--- src/rtl/pi_lookup_arbiter.sv ---
// rtl/pi_lookup_arbiter.sv - round-robin arbiter sharing the pi_get_digit lookup port
module pi_lookup_arbiter #(
  parameter int NREQ  = 4,
  parameter int IDX_W = 17,
  parameter int LAT   = 1
) (
  input  logic                  clk,
  input  logic                  nrst,
  input  logic [NREQ-1:0]       req_valid,
  input  logic [NREQ*IDX_W-1:0] req_index,
  output logic [NREQ-1:0]       req_ready,
  output logic [NREQ-1:0]       rsp_valid,
  output logic [3:0]            rsp_digit,
  output logic [IDX_W-1:0]      rom_index,
  input  logic [3:0]            rom_digit,
  output logic                  idle
);

  localparam int ID_W = $clog2(NREQ);

  // Priority pointer: the requester searched first on the next grant.
  logic [ID_W-1:0]          ptr;
  logic                     hs;
  logic [ID_W-1:0]          gnt_id;
  logic [IDX_W-1:0]         gnt_index;

  // Tag pipeline: stage k holds the owner of the lookup issued k+1 cycles ago.
  logic [LAT:0]             tag_vld;
  logic [LAT:0][ID_W-1:0]   tag_id;

  logic [NREQ-1:0]          rsp_onehot;

  // Grant search: first valid requester at or above ptr, with wrap; nothing while in reset.
  always_comb begin
    int              cand;
    logic [ID_W-1:0] cand_id;
    req_ready = '0;
    hs        = 1'b0;
    gnt_id    = '0;
    cand      = 0;
    cand_id   = '0;
    for (int i = 0; i < NREQ; i++) begin
      cand    = (int'(ptr) + i) % NREQ;
      cand_id = cand[ID_W-1:0];
      if (nrst && !hs && req_valid[cand_id]) begin
        hs     = 1'b1;
        gnt_id = cand_id;
      end
    end
    if (hs) begin
      req_ready[gnt_id] = 1'b1;
    end
  end

  // Index of the granted requester, forwarded to the ROM on the handshake edge.
  always_comb begin
    gnt_index = req_index[int'(gnt_id)*IDX_W +: IDX_W];
  end

  // Pointer moves just past the winner so every requester waits at most NREQ-1 grants.
  always_ff @(posedge clk) begin
    if (!nrst) begin
      ptr <= '0;
    end else if (hs) begin
      if (gnt_id == ID_W'(NREQ-1)) begin
        ptr <= '0;
      end else begin
        ptr <= gnt_id + 1'b1;
      end
    end
  end

  // ROM index only changes on a handshake; otherwise it holds the last lookup.
  always_ff @(posedge clk) begin
    if (!nrst) begin
      rom_index <= '0;
    end else if (hs) begin
      rom_index <= gnt_index;
    end
  end

  // Ownership tags travel alongside the ROM latency so each digit finds its requester.
  always_ff @(posedge clk) begin
    if (!nrst) begin
      tag_vld <= '0;
      tag_id  <= '0;
    end else begin
      tag_vld[0] <= hs;
      tag_id[0]  <= gnt_id;
      for (int k = 1; k <= LAT; k++) begin
        tag_vld[k] <= tag_vld[k-1];
        tag_id[k]  <= tag_id[k-1];
      end
    end
  end

  // One-hot owner of the digit currently presented by the ROM.
  always_comb begin
    rsp_onehot = '0;
    if (tag_vld[LAT]) begin
      rsp_onehot[tag_id[LAT]] = 1'b1;
    end
  end

  // Response register: single-cycle valid pulse plus the captured digit.
  always_ff @(posedge clk) begin
    if (!nrst) begin
      rsp_valid <= '0;
      rsp_digit <= '0;
    end else begin
      rsp_valid <= rsp_onehot;
      if (tag_vld[LAT]) begin
        rsp_digit <= rom_digit;
      end
    end
  end

  // Idle when nothing is in the pipeline, no response is showing and nothing is granted now.
  always_comb begin
    idle = ~(|tag_vld) & ~(|rsp_valid) & ~hs;
  end

endmodule

--- config.mk ---
export PLATFORM = sky130hd
export DESIGN_NAME = pi_lookup_arbiter
export DESIGN_NICKNAME = d
export VERILOG_FILES = /design/src/rtl/pi_lookup_arbiter.sv
export SDC_FILE = /design/constraint.sdc
export NUM_CORES = 1
export LEC_CHECK = 0
export ABC_AREA = 0
export ABC_CLOCK_PERIOD_IN_PS = 4950
export BUFFER_PORTS_ARGS = -buffer_cell sky130_fd_sc_hd__buf_4
export CORE_MARGIN = 2
export CORE_UTILIZATION = 24
export CTS_BUF_LIST = sky130_fd_sc_hd__clkbuf_16
export CTS_CLUSTER_DIAMETER = 80
export DETAILED_ROUTE_END_ITERATION = 8
export GPL_ROUTABILITY_DRIVEN = 0
export MAX_ROUTING_LAYER = met4
export SYNTH_ARGS = -nofsm -noshare
export SYNTH_HDL_FRONTEND = slang
export SYNTH_SLANG_ARGS = --single-unit
--- constraint.sdc ---
create_clock -name clk -period 4.95 [get_ports clk]
set_clock_uncertainty 0.05 [all_clocks]
set_input_delay 0.99 -clock clk [delete_from_list [all_inputs] [get_ports clk]]
set_output_delay 0.99 -clock clk [all_outputs]
set_load 0.02 [all_outputs]
==> impl_metrics.py, run 1 <==
metrics = {
    "clock_network": {
        "cts_setup_buffers": 0,
        "clockBufferDepth": 2,
        "clkTransAtPathRegs_ns": 0.05,
        "clock-sinks": 33,
        "cts_tree": "done",
        "htreeDepth": 2,
        "cts_resized": 0,
        "hold_buffers": 0,
        "clock_latency_ns": 0.27,
        "cts_made_buffers": 5,
        "clockRootBuffer": "clkbuf_16",
    },
    "layout": {
        "diodes": 0,
        "fillers": 685,
        "layout_common_cells": "buf_4 (109), mux2i_1 (39), dfxtp_1 (33)",
        "nets": 351,
        "finish.instance_area_um2": 2660,
        "final_common_cell": "buf_4",
        "final_layout_size_suffix_gt1_share_pct": 45.8,
        "area_growth_pct": 59.5,
        "layout.cells.non_filler": 353,
    },
    "logic_synthesis": {
        "synth_edf_count": 0,
        "netlist_instances": 166,
        "ys.flop_type": "dfxtp_1",
        "ys_ff_latch": 33,
        "syn-cell-area_um2": 1670,
        "synth_top_area_share_pct": 39.6,
        "async_flop_share_pct": 0,
        "syn_area_per_cell_um2": 10.1,
        "yosysSeqAreaShare_pct": 39.6,
        "synth_area_leader_cell": "dfxtp_1",
        "yosysWarnings": 0,
        "syn-num-nets": 245,
        "synth_area_leaders": "dfxtp_1 (40%), mux2i_1 (23%), o221ai_1 (9.4%), nand2_1 (4.5%), nor2b_1 (2.6%)",
        "ys_types": 34,
    },
    "setup_path": {
        "end_kind": "output pin",
        "rr_startpoint": "ptr[1]",
        "reg2reg_depth": 6,
        "critPathLaunchType": "input pin",
        "reg2reg_to": "rom_index[2]",
        "r2r_slack_ns": 2.81,
        "critPathRequiredTime_ns": 3.91,
        "crit_type": "input pin to output pin",
        "cp_max_fo": 18,
        "crit_arrival_ns": 2.70,
    },
    "pwr": {
        "max-vdd-ir-drop_mv": 0.114,
        "p_leak_nw": 1.23,
        "powerDensity_nw_per_um2": 301,
    },
    "drt": {
        "wl_per_cell_um": 13.2,
        "drcViolationCount": 0,
        "vias_per_cell": 4.60,
        "wirelength_um": 4670,
        "drt_iter0_drc": 36,
        "drtPass1Iterations": 4,
        "vias": 1623,
        "drt.antenna.violating_nets": 0,
    },
    "global_route": {
        "grt_overflow_total": 0,
        "grt_start_max_net_pins": 19,
        "antenna_found_initial": 0,
        "first_global_vias": 1684,
        "grt_use_total_pct": 13.1,
        "grt_pass1_wl_um": 7600,
    },
    "die": {
        "start_util_pct": 24.7,
        "dieArea_um2": 7640,
        "core_um2": 6760,
        "rows": 30,
        "io_pins": 108,
        "die_y_um": 87.4,
        "die_x_um": 87.4,
    },
    "sta": {
        "rsz0062_at_grt": "false",
        "slew_viol_final": 0,
        "hold_viol": 0,
        "max_freq_mhz": 268,
        "post-route-min-period_ns": 3.74,
        "setup_viol": 0,
        "tns_ns": 0,
        "worst_slew_pin_slew_ns": 1.12,
        "period_share_pct": 75.5,
        "setup_ws_ns": 1.21,
        "relSlewSlack_pct": 25.3,
    },
    "placement": {
        "dp.final_hpwl_um": 3600,
        "dp_slack_ns": 1.16,
        "place.detailed.instances": 345,
        "place_area_um2": 2520,
        "port_buffers": 107,
    },
    "hold_path": {
        "hold-path-cell-count": 1,
        "hold_path.class": "flip-flop to flip-flop",
        "min-delay-start": "tag_id[1]",
        "min_to": "tag_id[3]",
    },
    "status": {
        "status": "finished clean",
    },
    "job": {
        "maxCapViolCount": 0,
    },
}
[state kept, by name, summed over array words and instances (netlist names)]
name	count
ptr	2
rom_index	17
rsp_digit	4
rsp_valid	4
tag_id	4
tag_vld	2
[per-stage QoR]
stage	hold WS (ns)	power (mW)	util (%)
2_1_floorplan	0.362	0.424	-
3_3_place_gp	0.369	0.521	37.4
3_5_place_dp	0.371	0.522	37.4
4_1_cts	0.385	0.813	39.4
5_1_grt	0.414	0.840	39.4
6_report	0.381	0.801	39.4
[final cells by class]
cell class | instances | area [um^2] | area share [%]
inverters | 5 | 18.8 | 0.705
well taps | 80 | 100 | 3.76
flip-flops and latches | 33 | 661 | 24.8
clock inverters | 3 | 13.8 | 0.517
multi-input cells | 118 | 926 | 34.8
clock buffers | 5 | 125 | 4.70
repair buffers | 109 | 818 | 30.7
[cell families after synthesis]
group | after synthesis | synth area share (%)
AND/OR/NAND/NOR | 49 | 15.8
adder cells (fa/ha/maj) | 1 | 0.750
flip-flops | 33 | 39.6
multiplexers | 39 | 23.4
AO/OA/AOI/OAI | 29 | 14.8
buffers and inverters | 15 | 5.62
[cells in the mapped netlist, types with 2 or more instances]
master,n
mux2i_1,39
dfxtp_1,33
nand2_1,20
o221ai_1,18
nor2b_1,7
nor2_1,6
and2_1,4
buf_4,3
clkbuf_1,3
inv_1,3
a21oi_1,2
buf_2,2
inv_2,2
nand2_2,2
nor3_1,2
o31a_1,2
[worst max-delay path: stages]
cell     delay [ns]
buf_4          0.12
nor2b_2        0.25
nor2_1         0.08
o21ai_2        0.51
nand2_2        0.39
nor2_1         0.19
buf_4          0.16
[worst max-delay path by stage]
stage | slack, ns | cells past startpoint | start | to
floorplan | 1.65 | 3 | req_valid[1] | idle
global placement | 1.17 | 7 | req_valid[0] | req_ready[0]
detailed placement | 1.16 | 7 | req_valid[0] | req_ready[0]
CTS | 1.16 | 7 | req_valid[0] | req_ready[0]
global route | 0.99 | 7 | req_valid[0] | req_ready[0]
finish | 1.21 | 7 | req_valid[0] | req_ready[0]
[power breakdown]
part           internal [mW]  leakage [nW]  switching [mW]
registers              0.290         0.273          0.0153
logic                  0.111         0.883          0.0975
clock network          0.182        0.0748           0.105
total                  0.583          1.23           0.218
[layer usage]
metal	wire length (um)	global-route usage, %
met4	45	4.76
met1	1990	15.8
met2	2360	20.9
met3	272	3.32
met5	0	-
No activity file was read; power rests on OpenSTA's default activity.
==> run 2: changes to the inputs <==
ABC_CLOCK_PERIOD_IN_PS = 3200   (was 4950)
clock period = 3.2 ns   (was 4.95 ns; I/O delays follow)
==> run 2 against run 1 <==
- die area unchanged
- register-to-register slack lost 1.6 ns
- design area rose by 3.2%
- total power is 80% higher
- critical endpoint unchanged
- sequential power increased by 54%
- largest power group is now the clock network
- cell count increased by 1.1%
==> impl_metrics.py, run 2 (synthesized netlist as in run 1, its figures left out) <==
metrics = {
    "status": {
        "status": "finished clean",
    },
    "layout": {
        "diodes": 0,
        "finish.instance_area_um2": 2750,
        "layout_common_cells": "buf_4 (113), mux2i_1 (39), dfxtp_1 (33)",
        "nets": 355,
        "final_common_cell": "buf_4",
        "area_growth_pct": 64.6,
        "fillers": 680,
        "top_register": "rom_index",
        "final_layout_size_suffix_gt1_share_pct": 46.9,
        "largest_reg_flops": 17,
    },
    "pwr": {
        "powerDensity_nw_per_um2": 523,
        "finalPower_mw": 1.44,
        "sequentialPowerShare_pct": 32.8,
        "p_int_mw": 1.07,
        "max-vdd-ir-drop_mv": 0.191,
        "p_leak_nw": 1.27,
        "clkPwrFrac_pct": 44.4,
        "pwr-share-comb_pct": 22.8,
        "switching_power_mw": 0.365,
        "switching_share_pct": 25.4,
    },
    "setup_path": {
        "crit_arrival_ns": 1.91,
        "reg2reg_depth": 6,
        "end_kind": "output pin",
        "critPathLaunchType": "flip-flop",
        "critPathRequiredTime_ns": 2.51,
        "rr_startpoint": "ptr[1]",
        "cp_max_fo": 13,
        "r2r_slack_ns": 1.22,
        "reg2reg_to": "rom_index[5]",
        "critPathLaunch": "ptr[1]",
        "endpoint": "req_ready[0]",
        "crit_type": "flip-flop to output pin",
    },
    "clock_network": {
        "clkTransAtPathRegs_ns": 0.06,
        "cts_tree": "done",
        "clockBufferDepth": 2,
        "clock_latency_ns": 0.28,
        "htreeDepth": 2,
        "clockRootBuffer": "clkbuf_16",
        "hold_buffers": 0,
        "clock-sinks": 33,
        "cts_setup_buffers": 0,
        "cts_made_buffers": 5,
        "cts_resized": 0,
    },
    "die": {
        "dieArea_um2": 7640,
        "die_y_um": 87.4,
        "rows": 30,
        "io_pins": 108,
        "die_x_um": 87.4,
        "core_um2": 6760,
        "start_util_pct": 24.7,
    },
    "drt": {
        "wl_per_cell_um": 13.5,
        "drt_iter0_drc": 45,
        "drt.antenna.violating_nets": 0,
        "drcViolationCount": 0,
        "vias_per_cell": 4.60,
        "vias": 1641,
        "wirelength_um": 4830,
        "drtPass1Iterations": 4,
    },
    "global_route": {
        "first_global_vias": 1624,
        "grt_start_max_net_pins": 18,
        "antenna_found_initial": 0,
        "grt_overflow_total": 0,
        "grt_pass1_wl_um": 7670,
        "grt_use_total_pct": 13.3,
    },
    "sta": {
        "hold_viol": 0,
        "slew_viol_final": 0,
        "rsz0062_at_grt": "false",
        "worst_slew_pin_slew_ns": 0.487,
        "max_freq_mhz": 385,
        "setup_viol": 0,
        "post-route-min-period_ns": 2.60,
        "relSlewSlack_pct": 67.5,
        "tns_ns": 0,
        "period_share_pct": 81.2,
    },
    "placement": {
        "port_buffers": 107,
        "dp.final_hpwl_um": 3650,
        "place_area_um2": 2550,
    },
    "job": {
        "maxCapViolCount": 0,
    },
    "hold_path": {
        "hold_path.class": "flip-flop to flip-flop",
    },
}
run 2: cell count changes in the layout (fill, tap and decap cells not counted), sizes merged:
cell,delta
buf,+4
bufinv,+2
clkinv,-2
run 2: cell type report:
class,count,area [um^2],area share (%)
Sequential cell,33,661,24.0
Timing Repair Buffer,113,848,30.9
Clock inverter,3,68.8,2.50
Tap cell,80,100,3.64
Multi-Input combinational cell,118,926,33.7
Clock buffer,5,125,4.55
Inverter,5,18.8,0.683
run 2: worst min path at each step:
stage / start / endpoint / cells past startpoint
detailed placement: tag_id[0] / tag_id[2] / 1
finish: tag_id[0] / tag_id[2] / 1
global placement: tag_id[0] / tag_id[2] / 1
CTS: tag_id[0] / tag_id[2] / 1
floorplan: tag_id[0] / tag_id[2] / 1
global route: tag_id[0] / tag_id[2] / 1
run 2: power by group through the flow:
stage               Sequential (mW)  Combinational (mW)  Clock, mW
global placement              0.479               0.331          0
global route                  0.476               0.355      0.673
floorplan                     0.513               0.143          0
CTS                           0.472               0.334      0.654
detailed placement            0.480               0.334          0
finish                        0.472               0.328      0.638
run 2: worst max-delay path, stage by stage, from the launching register on:
cell and delay, ns:
dfxtp_1 0.52, a2bb2oi_1 0.12, o31a_1 0.30, o21ai_2 0.08
buf_4 0.24, nand2_2 0.07, nor2_1 0.13, buf_4 0.17
run 2: stage by stage:
step / util [%] / hold WS (ns) / setup slack (ns) / cells
6_report: 40.7 / 0.382 / 0.601 / 357
5_1_grt: 40.7 / 0.394 / 0.446 / 357
4_1_cts: 40.7 / 0.386 / 0.554 / 357
3_5_place_dp: 37.8 / 0.373 / 0.568 / 349
3_3_place_gp: 37.8 / 0.367 / 0.564 / 349
2_1_floorplan: - / 0.362 / 0.601 / 166
run 2: metal layers:
metal	vias up	wire length, um	GRT usage, %
met1	742	2050	15.9
met3	6	249	2.94
li1	831	-	-
met5	-	0	-
met2	62	2450	22.0
met4	0	81	4.76
